`src/rtl/fc_pkg.sv`:
```
// Shared types for the FC layer sequencer: FSM state encoding and accumulator width.
`timescale 1ns/1ps
package fc_pkg;

  localparam int ACC_W = 32;

  typedef enum logic [2:0] {
    IDLE,
    LOAD_FEAT,
    LOAD_BIAS,
    LOAD_W,
    WAIT,
    EMIT,
    DONE
  } fc_state_t;

endpackage

```
`src/rtl/fc_argmax_tracker.sv`:
```
// Running signed arg-max over emitted neuron results; ties keep the earlier index.
`timescale 1ns/1ps
module fc_argmax_tracker
  import fc_pkg::*;
#(
  parameter int OUT_W = 8
) (
  input  logic                    clk,
  input  logic                    rstn,
  input  logic                    clear,
  input  logic                    capture,
  input  logic                    first,
  input  logic [OUT_W-1:0]        idx,
  input  logic signed [ACC_W-1:0] value,
  output logic [OUT_W-1:0]        max_index,
  output logic signed [ACC_W-1:0] max_value
);

  always_ff @(posedge clk or negedge rstn) begin
    if (!rstn) begin
      max_index <= '0;
      max_value <= '0;
    end else if (clear) begin
      max_index <= '0;
      max_value <= '0;
    end else if (capture && (first || (value > max_value))) begin
      max_index <= idx;
      max_value <= value;
    end
  end

endmodule

```
`src/rtl/fc_seq_ctrl.sv`:
```
// FC layer sequencer: feature load, per-neuron bias/weight streaming, result emission.
// Optional arg-max outputs are built when FC_SEQ_ARGMAX_EN is defined.
`timescale 1ns/1ps
module fc_seq_ctrl
  import fc_pkg::*;
#(
  parameter int IN_AW   = 10,
  parameter int OUT_W   = 8,
  parameter int MAC_LAT = 2
) (
  input  logic                    clk,
  input  logic                    rstn,
  input  logic                    start,
  input  logic [IN_AW-1:0]        in_len,
  input  logic [OUT_W-1:0]        out_len,
  output logic                    busy,
  output logic                    done,
  output logic                    err,
  input  logic                    s_valid,
  output logic                    s_ready,
  input  logic                    s_last,
  output logic                    feat_we,
  output logic                    bias_we,
  output logic                    w_valid,
  output logic [IN_AW-1:0]        feat_addr,
  input  logic signed [ACC_W-1:0] acc,
  output logic                    m_valid,
  input  logic                    m_ready,
  output logic                    m_last,
`ifdef FC_SEQ_ARGMAX_EN
  output logic [OUT_W-1:0]        max_index,
  output logic signed [ACC_W-1:0] max_value,
`endif
  output logic [OUT_W-1:0]        out_idx
);

  localparam logic [2:0] WAIT_LAST = 3'(MAC_LAT - 1);

  fc_state_t        state;
  logic [IN_AW-1:0] in_len_q;
  logic [OUT_W-1:0] out_len_q;
  logic [OUT_W-1:0] neuron;
  logic [2:0]       wait_cnt;
  logic             beat;
  logic             word_last;
  logic             last_neuron;
  logic             last_exp;
  logic             last_err;
  logic             start_acc;
  logic             emit_hs;

  assign s_ready     = (state == LOAD_FEAT) || (state == LOAD_BIAS) || (state == LOAD_W);
  assign beat        = s_valid && s_ready;
  assign feat_we     = beat && (state == LOAD_FEAT);
  assign bias_we     = beat && (state == LOAD_BIAS);
  assign w_valid     = beat && (state == LOAD_W);
  assign word_last   = (feat_addr == in_len_q - IN_AW'(1));
  assign last_neuron = (neuron == out_len_q - OUT_W'(1));
  assign m_valid     = (state == EMIT);
  assign m_last      = m_valid && last_neuron;
  assign out_idx     = neuron;
  assign emit_hs     = m_valid && m_ready;
  assign start_acc   = start && ((state == IDLE) || (state == DONE));

  // TLAST marks the end of the feature vector and the end of the whole weight frame only.
  assign last_exp = ((state == LOAD_FEAT) && word_last) ||
                    ((state == LOAD_W) && word_last && last_neuron);
  assign last_err = beat && (s_last != last_exp);

  always_ff @(posedge clk or negedge rstn) begin
    if (!rstn) begin
      state     <= IDLE;
      in_len_q  <= '0;
      out_len_q <= '0;
      neuron    <= '0;
      wait_cnt  <= '0;
      feat_addr <= '0;
      busy      <= 1'b0;
      done      <= 1'b0;
      err       <= 1'b0;
    end else if (last_err) begin
      state <= DONE;
      err   <= 1'b1;
      busy  <= 1'b0;
      done  <= 1'b1;
    end else begin
      case (state)
        IDLE, DONE: begin
          if (start) begin
            in_len_q  <= in_len;
            out_len_q <= out_len;
            err       <= 1'b0;
            feat_addr <= '0;
            neuron    <= '0;
            wait_cnt  <= '0;
            if ((in_len == '0) || (out_len == '0)) begin
              state <= DONE;
              busy  <= 1'b0;
              done  <= 1'b1;
            end else begin
              state <= LOAD_FEAT;
              busy  <= 1'b1;
              done  <= 1'b0;
            end
          end
        end
        LOAD_FEAT: begin
          if (beat) begin
            if (word_last) begin
              feat_addr <= '0;
              state     <= LOAD_BIAS;
            end else begin
              feat_addr <= feat_addr + IN_AW'(1);
            end
          end
        end
        LOAD_BIAS: begin
          if (beat) begin
            feat_addr <= '0;
            state     <= LOAD_W;
          end
        end
        LOAD_W: begin
          if (beat) begin
            if (word_last) begin
              feat_addr <= '0;
              wait_cnt  <= '0;
              state     <= WAIT;
            end else begin
              feat_addr <= feat_addr + IN_AW'(1);
            end
          end
        end
        WAIT: begin
          if (wait_cnt == WAIT_LAST) begin
            state <= EMIT;
          end else begin
            wait_cnt <= wait_cnt + 3'd1;
          end
        end
        EMIT: begin
          if (m_ready) begin
            if (last_neuron) begin
              state <= DONE;
              busy  <= 1'b0;
              done  <= 1'b1;
            end else begin
              neuron <= neuron + OUT_W'(1);
              state  <= LOAD_BIAS;
            end
          end
        end
        default: state <= IDLE;
      endcase
    end
  end

`ifdef FC_SEQ_ARGMAX_EN
  fc_argmax_tracker #(
    .OUT_W(OUT_W)
  ) u_argmax (
    .clk      (clk),
    .rstn     (rstn),
    .clear    (start_acc),
    .capture  (emit_hs),
    .first    (neuron == '0),
    .idx      (neuron),
    .value    (acc),
    .max_index(max_index),
    .max_value(max_value)
  );
`else
  // The accumulator is only observed by the arg-max tracker.
  logic unused_acc;
  assign unused_acc = ^{acc, start_acc, emit_hs};
`endif

endmodule
```
`config.mk`:
```
export PLATFORM = sky130hd
export DESIGN_NAME = fc_seq_ctrl
export DESIGN_NICKNAME = d
export VERILOG_FILES = /design/src/rtl/fc_pkg.sv /design/src/rtl/fc_argmax_tracker.sv /design/src/rtl/fc_seq_ctrl.sv
export SDC_FILE = /design/constraint.sdc
export NUM_CORES = 1
export LEC_CHECK = 0
export ABC_AREA = 1
export ABC_CLOCK_PERIOD_IN_PS = 1850
export CAP_MARGIN = 25
export CORE_MARGIN = 1.5
export CORE_UTILIZATION = 45
export DETAILED_ROUTE_END_ITERATION = 10
export PLACE_DENSITY = 0.77
export SLEW_MARGIN = 20
export SYNTH_ARGS = -nofsm -noshare
export SYNTH_HDL_FRONTEND = slang
export SYNTH_HIERARCHICAL = 1
export SYNTH_SLANG_ARGS = --single-unit
```
`constraint.sdc`:
```
create_clock -name clk -period 1.85 [get_ports clk]
set_input_delay 0.37 -clock clk [delete_from_list [all_inputs] [get_ports clk]]
set_output_delay 0.37 -clock clk [all_outputs]
set_load 0.005 [all_outputs]
```
==> flow_summary.json <==
{
  "insertion_delay_ns": 0.31,
  "ys_top_cells_by_count": "nand2_1 (161), inv_1 (57), nor2_1 (57)",
  "place_area_mm2": 0.004532,
  "multi_input_area_mm2": 0.002145,
  "vias_per_cell": 5.178,
  "port_buffers": 50,
  "grt_start_max_net_pins": 20,
  "final_util_pct": 72.05,
  "drc": 0,
  "final_layout_size_suffix_gt1_share_pct": 34.36,
  "postRouteAntennaNets": 0,
  "wl_met3_um": 558,
  "synth_cells": 492,
  "routedWlPerCell_um": 14.15,
  "first_pass_iters": 5,
  "powerDensity_mw_per_mm2": 1582,
  "crit_path_max_fanout": 4,
  "ys.flop_type": "dfrtp_1",
  "cp_slowest_stage_delay_ns": 0.41,
  "num_io_pins": 83,
  "die_y_um": 88.56,
  "required_ns": 1.48,
  "grt_first_pass_wirelength_um": 16950,
  "fin_crit_ns": 2.283,
  "layout.area.seq_mm2": 0.001130,
  "grt_pass1_vias": 3800,
  "std_cell_rows": 31,
  "drt-total-wl_um": 10630,
  "yosys.area.top_type": "dfrtp_1",
  "critPathKind": "reg2out",
  "crit_path_cell_trace": "nor2_2 -> nand2_2 -> inv_1 -> nand3_1 -> nand2_1 -> nand2_2 -> nor2_4 -> nand3_2 -> inv_1 -> clkdlybuf4s15_1",
  "synth_top_area_share_pct": 34.18,
  "fin_cells": 751,
  "synth.ff_latch_count": 45,
  "path_delay_family": "simple AND/OR/NAND/NOR gates",
  "maxCapViolCount": 0,
  "leakagePower_nw": 2.547,
  "setup_ws_ns": -0.4327,
  "initial_utilization_pct": 45.91,
  "drtIter0Drc": 207,
  "ys_warn_count": 6,
  "clock_sinks": 45,
  "final_cell_area_mm2": 0.005170,
  "worst_slew_pin_slew_ns": 0.4802,
  "slew_viol_final": 0,
  "die_w_um": 88.56,
  "setup_viol": 46,
  "failed_checks": "negative setup slack",
  "grt.total_usage_pct": 27.90,
  "antenna_found_initial": 0,
  "core_area_mm2": 0.007176,
  "power_mw": 8.178,
  "wl_met2_um": 5530,
  "ys_seq_area_share_pct": 34.18,
  "synth_nets": 554,
  "synth_area_per_cell_um2": 6.696,
  "fin_crit_sh_pct": 123.4,
  "hold_buffers": 0,
  "worst_path_max_delay_cell": "dfrtp_1",
  "top_layer": "met4",
  "synthTopCellsByArea": "dfrtp_1 (34%), nand2_1 (18%), inv_1 (6.5%)",
  "synth.most_common_cell": "nand2_1",
  "numCtsBuffers": 5,
  "hp-class": "in2async",
  "rsz0062_at_grt": "true",
  "path_buf_inv": 3,
  "final_net_count": 713,
  "fin_skew_ns": 0.003687,
  "n_fill_cell": 562,
  "grt.overflow.total": 0,
  "async_reset_ff_share_pct": 100.0,
  "ir_drop_mv": 0.8227,
  "start_kind": "flip-flop",
  "syn-cell-area_mm2": 0.003294,
  "cts_htree_levels": 2,
  "dp_hpwl_um": 7313,
  "max_freq_mhz": 438.1,
  "ys_types": 35,
  "dp.cells": 720,
  "status": "finished, violations left",
  "m1WireLength_um": 4244,
  "synth-edff-count": 0,
  "slew_headroom_pct": 67.99,
  "root_buffer": "clkbuf_8",
  "cts_tree": "done",
  "gp_congestion": 0.8955,
  "cts.clk_slew.worst_paths_ns": 0.09,
  "vias": 3889,
  "syn_to_final_growth_pct": 56.93,
  "die-area_mm2": 0.007843,
  "diodes": 0,
  "timing_hold_violations_final": 0,
  "cts_buffer_depth": 2,
  "crit_path_end_kind": "output port",
  "worstPathArrival_ns": 1.91
}
-- cell type report --
class                   count  share of cell area, %
clock buffers               7                  1.670
clock inverters             1                 0.5808
inverters                  68                  5.179
multi-input cells         371                  41.48
flip-flops and latches     45                  21.85
well taps                  99                  2.396
repair buffers            160                  26.84
-- registers in the layout, summed over array words and instances, names as in the netlist --
register,cells
feat_addr,10
busy,1
in_len_q,10
out_len_q,8
state,3
done,1
err,1
wait_cnt,3
out_idx,8
-- worst register-to-register path, stage by stage (launching register included) --
cell	delay (ns)
dfrtp_1	0.41
nor2_2	0.24
nand2_2	0.10
buf_4	0.15
nand2_1	0.07
nand3_1	0.09
nand3_2	0.11
nor2_4	0.05
nand3_2	0.09
buf_6	0.10
buf_6	0.11
nand2_8	0.07
buf_8	0.15
nor3_2	0.17
nand2_1	0.10
nor2_1	0.10
nor2_1	0.05
-- final timing paths --
check	startpoint	to	slack, ns	cells after the start
max	out_len_q[1]	m_last	-0.43	10
min	rstn	in_len_q[1]	0.003	1
max reg2reg	out_len_q[1]	out_idx[6]	-0.40	16
min reg2reg	out_len_q[7]	out_len_q[7]	0.52	2
max in group asynchronous	rstn	done	1.23	2
min in group clk	out_len_q[7]	out_len_q[7]	0.52	2
-- placed cells by master, fill, tap and decap left out, drive strengths merged, types with 5 or more instances in the layout --
cell           synthesis  routed
xor2                  14      14
buf                    7     113
nand3                 38      38
inv                   68      68
clkbuf                 2       7
xnor2                  7       7
dfrtp                 45      45
nand2                165     165
ha                     6       6
nor2                  66      67
nand3b                 5       5
nor3                   8       8
o21ai                 29      29
a21oi                  9       9
clkdlybuf4s50          0      43
nand4                 16      16
-- report_power, final --
part / total (mW) / internal [mW] / switching, mW / leakage (nW)
sequential: 1.58 / 1.29 / 0.289 / 0.583
combinational: 5.77 / 2.64 / 3.13 / 1.91
clock: 0.828 / 0.442 / 0.386 / 0.0585
-- routing by layer --
| metal | global-route usage [%] | up-vias |
|---|---|---|
| met5 | 0 | - |
| met4 | 9.233 | 0 |
| met3 | 4.198 | 31 |
| met2 | 52.67 | 143 |
| met1 | 32.07 | 1830 |
| li1 | - | 1885 |
-- per-stage QoR --
stage                     TNS (ns)  worst slack [ns]  hold slack (ns)
after floorplan             -2.277           -0.1395          0.07441
after global placement      -10.73           -0.3585           0.3492
after detailed placement    -15.18           -0.4342           0.3574
after CTS                   -12.07           -0.3754          0.02322
after global routing        -20.84           -0.5613          0.02458
final                       -14.68           -0.4327         0.002809
-- what timing repair did --
action / 4_1_cts / 5_1_grt
setup endpoints to repair: 51 / 52
gates cloned: 2 / 0
buffers inserted: 17 / 5
pin swaps: 21 / 13
resized for setup: 88 / 32
-- cell families after synthesis --
group,count (synthesis),share of synthesized area (%)
xor gates and xnor gates,21,5.583
adders and majority gates,6,2.279
DFF,45,34.18
buffers and inverters,77,9.799
AOI/OAI and AO/OA,40,6.913
and+or+nand+nor,303,41.25
Power figures use the tool's default switching activity.
